==> config.mk <==
export PLATFORM = sky130hd
export DESIGN_NAME = fifo_read_packer
export DESIGN_NICKNAME = d
export VERILOG_FILES = /design/src/rtl/fifo_pkg.sv /design/src/rtl/fifo_read_packer.sv
export SDC_FILE = /design/constraint.sdc
export NUM_CORES = 1
export LEC_CHECK = 0
export CAP_MARGIN = 20
export CORE_MARGIN = 8
export CORE_UTILIZATION = 42
export DETAILED_ROUTE_END_ITERATION = 6
export HOLD_SLACK_MARGIN = 0.1
export PLACE_DENSITY_LB_ADDON = 0.25
export SLEW_MARGIN = 5
export SYNTH_ARGS = -nofsm -noshare
export SYNTH_HDL_FRONTEND = slang
export SYNTH_SLANG_ARGS = --single-unit
==> constraint.sdc <==
create_clock -name clk -period 4.8 [get_ports clk]
set_input_delay 1.44 -clock clk [delete_from_list [all_inputs] [get_ports clk]]
set_output_delay 1.44 -clock clk [all_outputs]
set_load 0.02 [all_outputs]
==> src/rtl/fifo_pkg.sv <==
// Shared defaults and state encoding for the FIFO read-side word packer.
package fifo_pkg;

    localparam int unsigned W_DEFAULT = 8;
    localparam int unsigned N_DEFAULT = 4;

    localparam int unsigned STATE_W = 1;
    localparam logic [STATE_W-1:0] ACC  = 1'b0;
    localparam logic [STATE_W-1:0] HOLD = 1'b1;

endpackage

==> src/rtl/fifo_read_packer.sv <==
// Pulls W-bit entries from an external FIFO and packs N of them into one
// output word with valid/ready handshake. Partial-word flush support is
// compiled in with `define FIFO_PACKER_FLUSH_EN.
module fifo_read_packer
    import fifo_pkg::*;
#(
    parameter int unsigned W = W_DEFAULT,
    parameter int unsigned N = N_DEFAULT
) (
    input  logic           clk,
    input  logic           rst_n,
    input  logic           empty,
    input  logic [W-1:0]   d_in,
    output logic           r_en,
    input  logic           flush,
    output logic [N*W-1:0] m_data,
    output logic [N-1:0]   m_keep,
    output logic           m_last,
    output logic           m_valid,
    input  logic           m_ready,
    output logic [15:0]    words_out
);

    localparam int unsigned CW = $clog2(N + 1);
    localparam logic [CW-1:0] FULL_CNT = CW'(N);
    localparam logic [CW:0]   FILL_MAX = (CW + 1)'(N);

    logic [STATE_W-1:0] state, state_d;
    logic [N*W-1:0]     acc, acc_d;
    logic [CW-1:0]      cnt, cnt_d;
    logic               pending;
    logic               hold_last, hold_last_d;

    logic [N*W-1:0]     m_data_d;
    logic [N-1:0]       m_keep_d;
    logic               m_last_d;
    logic               m_valid_d;
    logic [15:0]        words_out_d;

    logic [N*W-1:0]     asm_data;
    logic [CW-1:0]      asm_cnt;
    logic               out_free;
    logic               flush_now;
    logic               do_flush;
    logic               word_done;

`ifndef FIFO_PACKER_FLUSH_EN
    logic unused_flush;
    assign unused_flush = flush;
`endif

    // Lane-valid mask with the lowest c lanes set.
    function automatic logic [N-1:0] keep_of(input logic [CW-1:0] c);
        logic [N-1:0] k;
        k = '0;
        for (int i = 0; i < N; i++) begin
            k[i] = (CW'(i) < c);
        end
        return k;
    endfunction

    // Next-state, read strobe and output-register update.
    always_comb begin
        state_d     = state;
        acc_d       = acc;
        cnt_d       = cnt;
        hold_last_d = hold_last;
        m_data_d    = m_data;
        m_keep_d    = m_keep;
        m_last_d    = m_last;
        m_valid_d   = m_valid;
        words_out_d = words_out;

        // Word as it stands after any read landing this cycle.
        asm_data = acc;
        for (int i = 0; i < N; i++) begin
            if (pending && (cnt == CW'(i))) begin
                asm_data[i*W +: W] = d_in;
            end
        end
        asm_cnt = cnt + CW'(pending);

`ifdef FIFO_PACKER_FLUSH_EN
        flush_now = flush && (state == ACC) && ((cnt != '0) || pending);
        do_flush  = flush_now;
`else
        flush_now = 1'b0;
        do_flush  = 1'b0;
`endif

        out_free  = !m_valid || m_ready;
        word_done = (state == ACC) &&
                    ((asm_cnt == FULL_CNT) || (do_flush && (asm_cnt != '0)));

        r_en = rst_n && !empty && (state == ACC) && !flush_now &&
               (({1'b0, cnt} + (CW + 1)'(pending)) < FILL_MAX);

        if (m_valid && m_ready) begin
            m_valid_d   = 1'b0;
            words_out_d = words_out + 16'd1;
        end

        if (state == HOLD) begin
            if (out_free) begin
                m_data_d    = acc;
                m_keep_d    = keep_of(cnt);
                m_last_d    = hold_last;
                m_valid_d   = 1'b1;
                acc_d       = '0;
                cnt_d       = '0;
                hold_last_d = 1'b0;
                state_d     = ACC;
            end
        end else if (word_done) begin
            if (out_free) begin
                m_data_d  = asm_data;
                m_keep_d  = keep_of(asm_cnt);
                m_last_d  = do_flush;
                m_valid_d = 1'b1;
                acc_d     = '0;
                cnt_d     = '0;
            end else begin
                acc_d       = asm_data;
                cnt_d       = asm_cnt;
                hold_last_d = do_flush;
                state_d     = HOLD;
            end
        end else begin
            acc_d = asm_data;
            cnt_d = asm_cnt;
        end
    end

    // State and output registers with synchronous reset.
    always_ff @(posedge clk) begin
        if (!rst_n) begin
            state     <= ACC;
            acc       <= '0;
            cnt       <= '0;
            pending   <= 1'b0;
            hold_last <= 1'b0;
            m_data    <= '0;
            m_keep    <= '0;
            m_last    <= 1'b0;
            m_valid   <= 1'b0;
            words_out <= '0;
        end else begin
            state     <= state_d;
            acc       <= acc_d;
            cnt       <= cnt_d;
            pending   <= r_en;
            hold_last <= hold_last_d;
            m_data    <= m_data_d;
            m_keep    <= m_keep_d;
            m_last    <= m_last_d;
            m_valid   <= m_valid_d;
            words_out <= words_out_d;
        end
    end

endmodule

## After elaboration in Yosys (flattened, before gate mapping)

Cells that the tools add are included.

| storage, ports and cells | value |
|---|---|
| bits in latches | 0 |
| memories | 0 |
| flip-flop bits (word level) | 92 |
| bits in read-only memories | 0 |
| RAM bits | 0 |
| bits of input ports | 13 |

| cells by class | value |
|---|---|
| reductions and logical operators | 16 |
| add/subtract/negate cells | 3 |
| muxes and demuxes | 34 |
| equal/unequal tests | 6 |
| bitwise gates (word level) | 1 |
| div/mod/pow operators | 0 |
| $lt $le $gt $ge | 9 |
| shift operators | 0 |
| multiply operators | 0 |

Operators by type and width:

| operator | number |
|---|---|
| 2-to-1 mux 32 bit | 8 |
| 2-to-1 mux 8 bit | 4 |
| adder 16 x 1 -> 16 bit (second input constant) | 1 |
| 2-to-1 mux 4 bit | 4 |
| 2-to-1 mux 1 bit | 14 |
| < comparator 1 x 3 -> 1 bit (first input constant) | 4 |
| < comparator 2 x 3 -> 1 bit (first input constant) | 4 |
| 2-to-1 mux 3 bit | 4 |
| logical AND 1 bit | 9 |
| == test 3 x 2 -> 1 bit (second input constant) | 2 |
| adder 3 x 1 -> 4 bit | 1 |
| < comparator 4 x 3 -> 1 bit (second input constant) | 1 |
| adder 3 x 1 -> 3 bit | 1 |
| == test 3 x 1 -> 1 bit (second input constant) | 1 |
| == test 3 bit (second input constant) | 1 |
| logical NOT 3 bit | 1 |
| AND reduction 3 bit | 1 |
| logical NOT 1 bit | 2 |
| != test 2 x 1 -> 1 bit (second input constant) | 1 |
| != test 2 bit (second input constant) | 1 |
| AND reduction 2 bit | 1 |
| nonzero test 2 bit | 1 |
| logical OR 1 bit | 1 |
| inverter 1 bit | 1 |

## Depth between registers and ports, before layout

Gate-level depths: netlist of the first run.

| logic depth | value |
|---|---|
| word-level depth | 6 |
| depth in mapped cells | 8 |
| mapped depth without buffers | 6 |

## Least setup slack after synthesis of the first run

No wires, ideal clock.

| timing path | value |
|---|---|
| kind | input to output |
| start | input port rst_n |
| end | output port r_en |
| stages on the path | 3 |
| arrival time | 2,531 ps |
| required time | 3,360 ps |
| setup slack | 829 ps |
| cells stage by stage | clkbuf_1 -> inv_2 -> nor4b_1 |

| on the way | value |
|---|---|
| word-level cells in the longest chain between the ends | 3 |

RTL lines:

| what | RTL line | text |
|---|---|---|
| from (decl) | fifo_read_packer.sv:11 | `input logic rst_n,` |
| logical AND 1 bit (3 in a row) | fifo_read_packer.sv:95 | `r_en = rst_n && !empty && (state == ACC) && !flush_now &&` |
| to (decl) | fifo_read_packer.sv:14 | `output logic r_en,` |

Every way passes these cells.

## Worst setup path in the final report of the first run

Ends and elaborated chain as after synthesis.

==> results of run 1 <==
-- worst register-to-register path, cell delays in order, from the launching register on --
cell      delay [ns]
dfxtp_1         0.47
ha_1            0.23
ha_1            0.22
xor2_1          0.20
nand3_1         0.11
nand2_1         0.66
buf_4           0.35
a311oi_1        0.12
-- worst paths after layout --
| kind | end | slack, ns | depth (start not counted) |
|---|---|---|---|
| setup / recovery | r_en | 0.32 | 4 |
| setup reg to reg | m_data[6] | 2.31 | 7 |
| hold reg to reg | acc[18] | 0.46 | 2 |
| hold / removal | acc[18] | 0.46 | 2 |
-- cells by family (layout without fill, tap and decap cells) --
| family | Yosys count | in the layout | share of synthesized area |
|---|---|---|---|
| adders and majority gates | 3 | 3 | 0.0100 |
| other | 1 | 1 | 0.00100 |
| and+or+nand+nor | 132 | 132 | 0.180 |
| xor gates and xnor gates | 9 | 9 | 0.0211 |
| DFF | 90 | 90 | 0.482 |
| buffers and inverters | 41 | 93 | 0.0485 |
| muxes | 1 | 1 | 0.00268 |
| AOI/OAI and AO/OA | 156 | 156 | 0.256 |
-- state kept, by name, summed over array words and instances (netlist names) --
signal     flops
pending        1
cnt            3
m_keep         4
m_valid        1
m_data        32
state          1
acc           32
words_out     16
-- power by group --
group	internal, mW	switching [mW]	total (mW)
Clock	0.269	0.262	0.531
Sequential	0.754	0.00643	0.761
Combinational	0.0271	0.0604	0.0875
Total	1.05	0.329	1.38
-- layout make-up --
class / instances / share of cell area
flip-flops and latches: 90 / 0.388
multi-input cells: 302 / 0.378
repair buffers: 72 / 0.156
clock buffers: 12 / 0.0334
well taps: 108 / 0.0291
clock inverters: 4 / 0.0108
inverters: 5 / 0.00404
-- layer usage --
layer	global-route usage	vias up
met5	0	-
met4	0.0542	0
met3	0.0500	4
met2	0.255	123
met1	0.219	1627
li1	-	1689
-- cell usage in the layout (no fill, tap or decap), types with 3 or more instances in the layout --
cell type | synthesis | routed
or3_1 | 4 | 4
nand3_1 | 41 | 41
buf_4 | 2 | 5
nand2_1 | 46 | 46
ha_1 | 3 | 3
a21oi_1 | 75 | 75
clkbuf_8 | 0 | 11
o31ai_1 | 3 | 3
dfxtp_1 | 90 | 90
inv_1 | 4 | 4
nand2b_1 | 3 | 3
o21ai_0 | 36 | 36
or4_1 | 4 | 4
xor2_1 | 7 | 7
a311oi_1 | 32 | 32
clkdlybuf4s50_1 | 0 | 65
nand4_1 | 3 | 3
nor2_1 | 11 | 11
nor4_1 | 3 | 3
-- metrics by stage --
step | util | worst slack (ns) | instances | area, um^2 | total power, mW
after detailed placement | 0.509 | 0.302 | 576 | 4410 | 0.864
final | 0.535 | 0.317 | 593 | 4650 | 1.38
after floorplan | - | 0.829 | 433 | 3740 | 0.829
after global placement | 0.507 | 0.322 | 575 | 4400 | 0.861
after CTS | 0.532 | 0.286 | 592 | 4620 | 1.39
after global routing | 0.535 | 0.238 | 593 | 4650 | 1.42
==> flow_summary.yaml, run 1 <==
outcome:
  outcome: "complete, no violations"
sta:
  fmax_mhz: 223
  fin_crit_ns: 4.48
  finalHoldViolations: 0
  skew_ns: 0.00944
  setup_viol: 0
  slew_viol_final: 0
  whs_ns: 0.457
  finalCritPeriodShare: 0.934
  tns_ns: 0
  rsz0062_at_grt: "false"
  max-slew-margin-rel: 0.440
  worst_pin_slew_ns: 0.838
routing:
  route.detailed.drc: 0
  wl_per_cell_um: 17.2
  route.met3.wl_um: 847
  via_per_inst: 5.81
  drt_iter0_markers: 267
  top_layer: "met4"
  firstDrtPassIters: 5
  routed_wl_um: 10200
  drt-met1-wl_um: 4570
  vias: 3443
  ant_nets: 0
  routed-wl-met2_um: 4700
yosys:
  synth_cell_types: 45
  synth_top_cells_by_count: "dfxtp_1, a21oi_1, nand2_1"
  yosysWarnings: 0
  yosysMostFrequentCell: "dfxtp_1"
  ys.flop_type: "dfxtp_1"
  netlist_instances: 433
  synth_seq_cells: 90
  synth_area_per_cell_um2: 8.64
  syn_area_um2: 3740
  yosysTopAreaCellShare: 0.482
  yosys.area.top_type: "dfxtp_1"
  synth_async_sr_flop_share: 0
  syn-num-nets: 449
  synth_edf_count: 0
  synth_area_leaders: "dfxtp_1, a21oi_1, a311oi_1, nand3_1, o21ai_0"
  seq_area_frac_synth: 0.482
floorplanning:
  boundaryPins: 68
  rows: 34
  chipWidth_um: 110
  start_util: 0.431
  coreArea_um2: 8680
  dieArea_um2: 12200
  die_height_um: 110
clock_network:
  cts.reportedPaths.clkPinSlew_ns: 0.08
  cts_sinks: 90
  cts_resized: 0
  cts_max_level: 3
  clk-insertion-delay-late_ns: 0.35
  cts_buffer_depth: 2
  numCtsBuffers: 9
  root_buffer: "clkbuf_8"
  cts_tree: "done"
  cts-hold-fix-buffers: 0
  cts_setup_buffers: 0
global_route:
  first_global_vias: 3143
  antenna_found_initial: 0
  grt_max_degree: 53
  gr-usage-all-layers: 0.166
  grt_pass1_wl_um: 16000
  grt-ovfl-total: 0
worst_setup_path:
  start_kind: "primary input"
  setup.worst_path.class: "in2out"
  cp_slowest_stage_delay_ns: 0.68
  critical_path_buf_inv_count: 3
  arrival_ns: 3.04
  path_cells: "clkdlybuf4s50_1 -> inv_2 -> nor4b_1 -> clkdlybuf4s50_1"
  cp_top_family: "buffers and inverters"
  cp_max_fo: 2
  endpoint_kind: "primary output"
  cp_slowest_cell: "clkdlybuf4s50_1"
  reg2reg_from: "cnt[0]"
  cp.required_ns: 3.36
  critical_path.most_common_cell: "clkdlybuf4s50_1"
  critPathLaunch: "rst_n"
power_and_ir_drop:
  power_density_nw_per_um2: 297
  p_leak_nw: 1.47
  max-vdd-ir-drop_uv: 177
finish:
  drive_above_1_share: 0.0680
  fin_nets: 496
  num-fill-cells: 814
  syn_to_final_growth_pct: 24.2
  multiInputGateArea_um2: 1760
  insertedDiodeCount: 0
  ff_latch_area_um2: 1800
job:
  drv_cap: 0
placement:
  portBuffers: 65
  hpwlAfterDp_um: 6640
  gp_congestion: 0.835
hold_path:
  hp-class: "reg2reg"
  min_from: "acc[18]"
No activity file was read; power rests on OpenSTA's default activity.
==> run 2: changes to the inputs <==
SLEW_MARGIN = unset   (was 5)
==> results of run 2 <==
The final DEF is identical to that of run 1; final timing and power are the same.
==> run 3: changes to the inputs <==
CORE_UTILIZATION = 40   (was 42)
==> run 3 against run 2 <==
Total power unchanged. Worst hold slack lost 0.0015 ns. Sequential cell count unchanged. First-iteration DRC count is 22% lower. Combinational power shrank 0.5%. Sequential power about the same. Critical path depth is the same.
==> flow_summary.yaml, run 3 (synthesis results as in run 1) <==
clock_network:
  root_buffer: "clkbuf_8"
  cts_resized: 0
  cts_max_level: 3
  clk-insertion-delay-late_ns: 0.36
  cts_setup_buffers: 0
  cts_buffer_depth: 2
  cts_tree: "done"
  cts_sinks: 90
  cts-hold-fix-buffers: 0
  numCtsBuffers: 9
  cts.reportedPaths.clkPinSlew_ns: 0.09
outcome:
  outcome: "complete, no violations"
worst_setup_path:
  reg2reg_from: "cnt[0]"
  cp_top_family: "buffers and inverters"
  path_cells: "clkdlybuf4s50_1 -> inv_2 -> nor4b_1 -> clkdlybuf4s50_1"
  arrival_ns: 2.99
  r2r_slack_ns: 2.46
  setup.worst_path.class: "in2out"
  cp_slowest_stage_delay_ns: 0.67
  critical_path_buf_inv_count: 3
  regToRegEndpoint: "m_data[28]"
  cp_slowest_cell: "clkdlybuf4s50_1"
  reg2regPathDepth: 7
  cp.required_ns: 3.36
  critical_path.most_common_cell: "clkdlybuf4s50_1"
  endpoint_kind: "primary output"
  cp_max_fo: 2
  start_kind: "primary input"
hold_path:
  min_from: "acc[31]"
  hp-class: "reg2reg"
  whs_endpoint: "acc[31]"
  min_path_cells: 2
routing:
  drt_iter0_markers: 207
  ant_nets: 0
  wl_per_cell_um: 17.4
  vias: 3429
  firstDrtPassIters: 4
  via_per_inst: 5.74
  route.detailed.drc: 0
  routed_wl_um: 10400
sta:
  max-slew-margin-rel: 0.515
  fmax_mhz: 226
  finalHoldViolations: 0
  fin_crit_ns: 4.43
  finalCritPeriodShare: 0.923
  skew_ns: 0.0102
  tns_ns: 0
  worst_pin_slew_ns: 0.727
  setup_viol: 0
  whs_ns: 0.455
  slew_viol_final: 0
  rsz0062_at_grt: "false"
finish:
  fin_nets: 497
  drive_above_1_share: 0.0700
  top_regs: "acc (32), m_data (32), words_out (16)"
  syn_to_final_growth_pct: 24.3
  mostFrequentLayoutCells: "dfxtp_1, a21oi_1, clkdlybuf4s50_1"
  layout_commonest_cell: "dfxtp_1"
  insertedDiodeCount: 0
floorplanning:
  start_util: 0.409
  coreArea_um2: 9150
  chipWidth_um: 113
  dieArea_um2: 12700
  die_height_um: 113
  rows: 35
  boundaryPins: 68
global_route:
  grt_max_degree: 53
  gr-usage-all-layers: 0.163
  grt_pass1_wl_um: 16800
  first_global_vias: 3242
  grt-ovfl-total: 0
  antenna_found_initial: 0
placement:
  portBuffers: 65
  hpwlAfterDp_um: 6750
  gp_congestion: 0.807
job:
  drv_cap: 0
power_and_ir_drop:
  max-vdd-ir-drop_uv: 214
  power_density_nw_per_um2: 296
  p_leak_nw: 1.48
  power.total_mw: 1.38
## run 3: cell types whose count changed in the layout (fill, tap and decap cells not counted)
cell	change
buf_4	+2
clkbuf_8	-1
inv_6	+1
clkinv_4	+1
clkinv_2	-1
buf_6	-1
## run 3: per-layer routing
metal  routed length, um  up-vias  GRT usage
met5                   0        -          0
met4                 122        0     0.0558
met3                 846       11     0.0559
met2                4800      120      0.251
met1                4640     1603      0.208
li1                    -     1695          -
## run 3: tightest hold or removal path: stages (launching register included)
cell     delay (ns)
dfxtp_1        0.32
nand2_1        0.05
a21oi_1        0.05
## run 3: power by group
part / switching, mW / internal [mW]
clock network: 0.274 / 0.258
logic: 0.0603 / 0.0268
registers: 0.00638 / 0.754
## run 3: worst max path at each step
stage | endpoint | start | depth (start not counted)
4_1_cts | r_en | rst_n | 4
6_report | r_en | rst_n | 4
2_1_floorplan | r_en | rst_n | 3
3_3_place_gp | r_en | rst_n | 4
3_5_place_dp | r_en | rst_n | 4
5_1_grt | r_en | rst_n | 4
## run 3: per-stage QoR
| step | instance area [um^2] | util | std cells | setup WS, ns |
|---|---|---|---|---|
| final | 4650 | 0.508 | 597 | 0.368 |
| after CTS | 4620 | 0.505 | 596 | 0.311 |
| after detailed placement | 4420 | 0.483 | 580 | 0.333 |
| after global routing | 4650 | 0.508 | 597 | 0.266 |
| after global placement | 4420 | 0.483 | 580 | 0.325 |
| after floorplan | 3740 | - | 433 | 0.829 |
## run 3: cell type report
type / count / area (um^2)
Clock inverter: 5 / 62.6
Tap cell: 111 / 139
Inverter: 5 / 18.8
Timing Repair Buffer: 73 / 731
Multi-Input combinational cell: 302 / 1760
Fill cell: 858 / 4500
Clock buffer: 11 / 141
Sequential cell: 90 / 1800
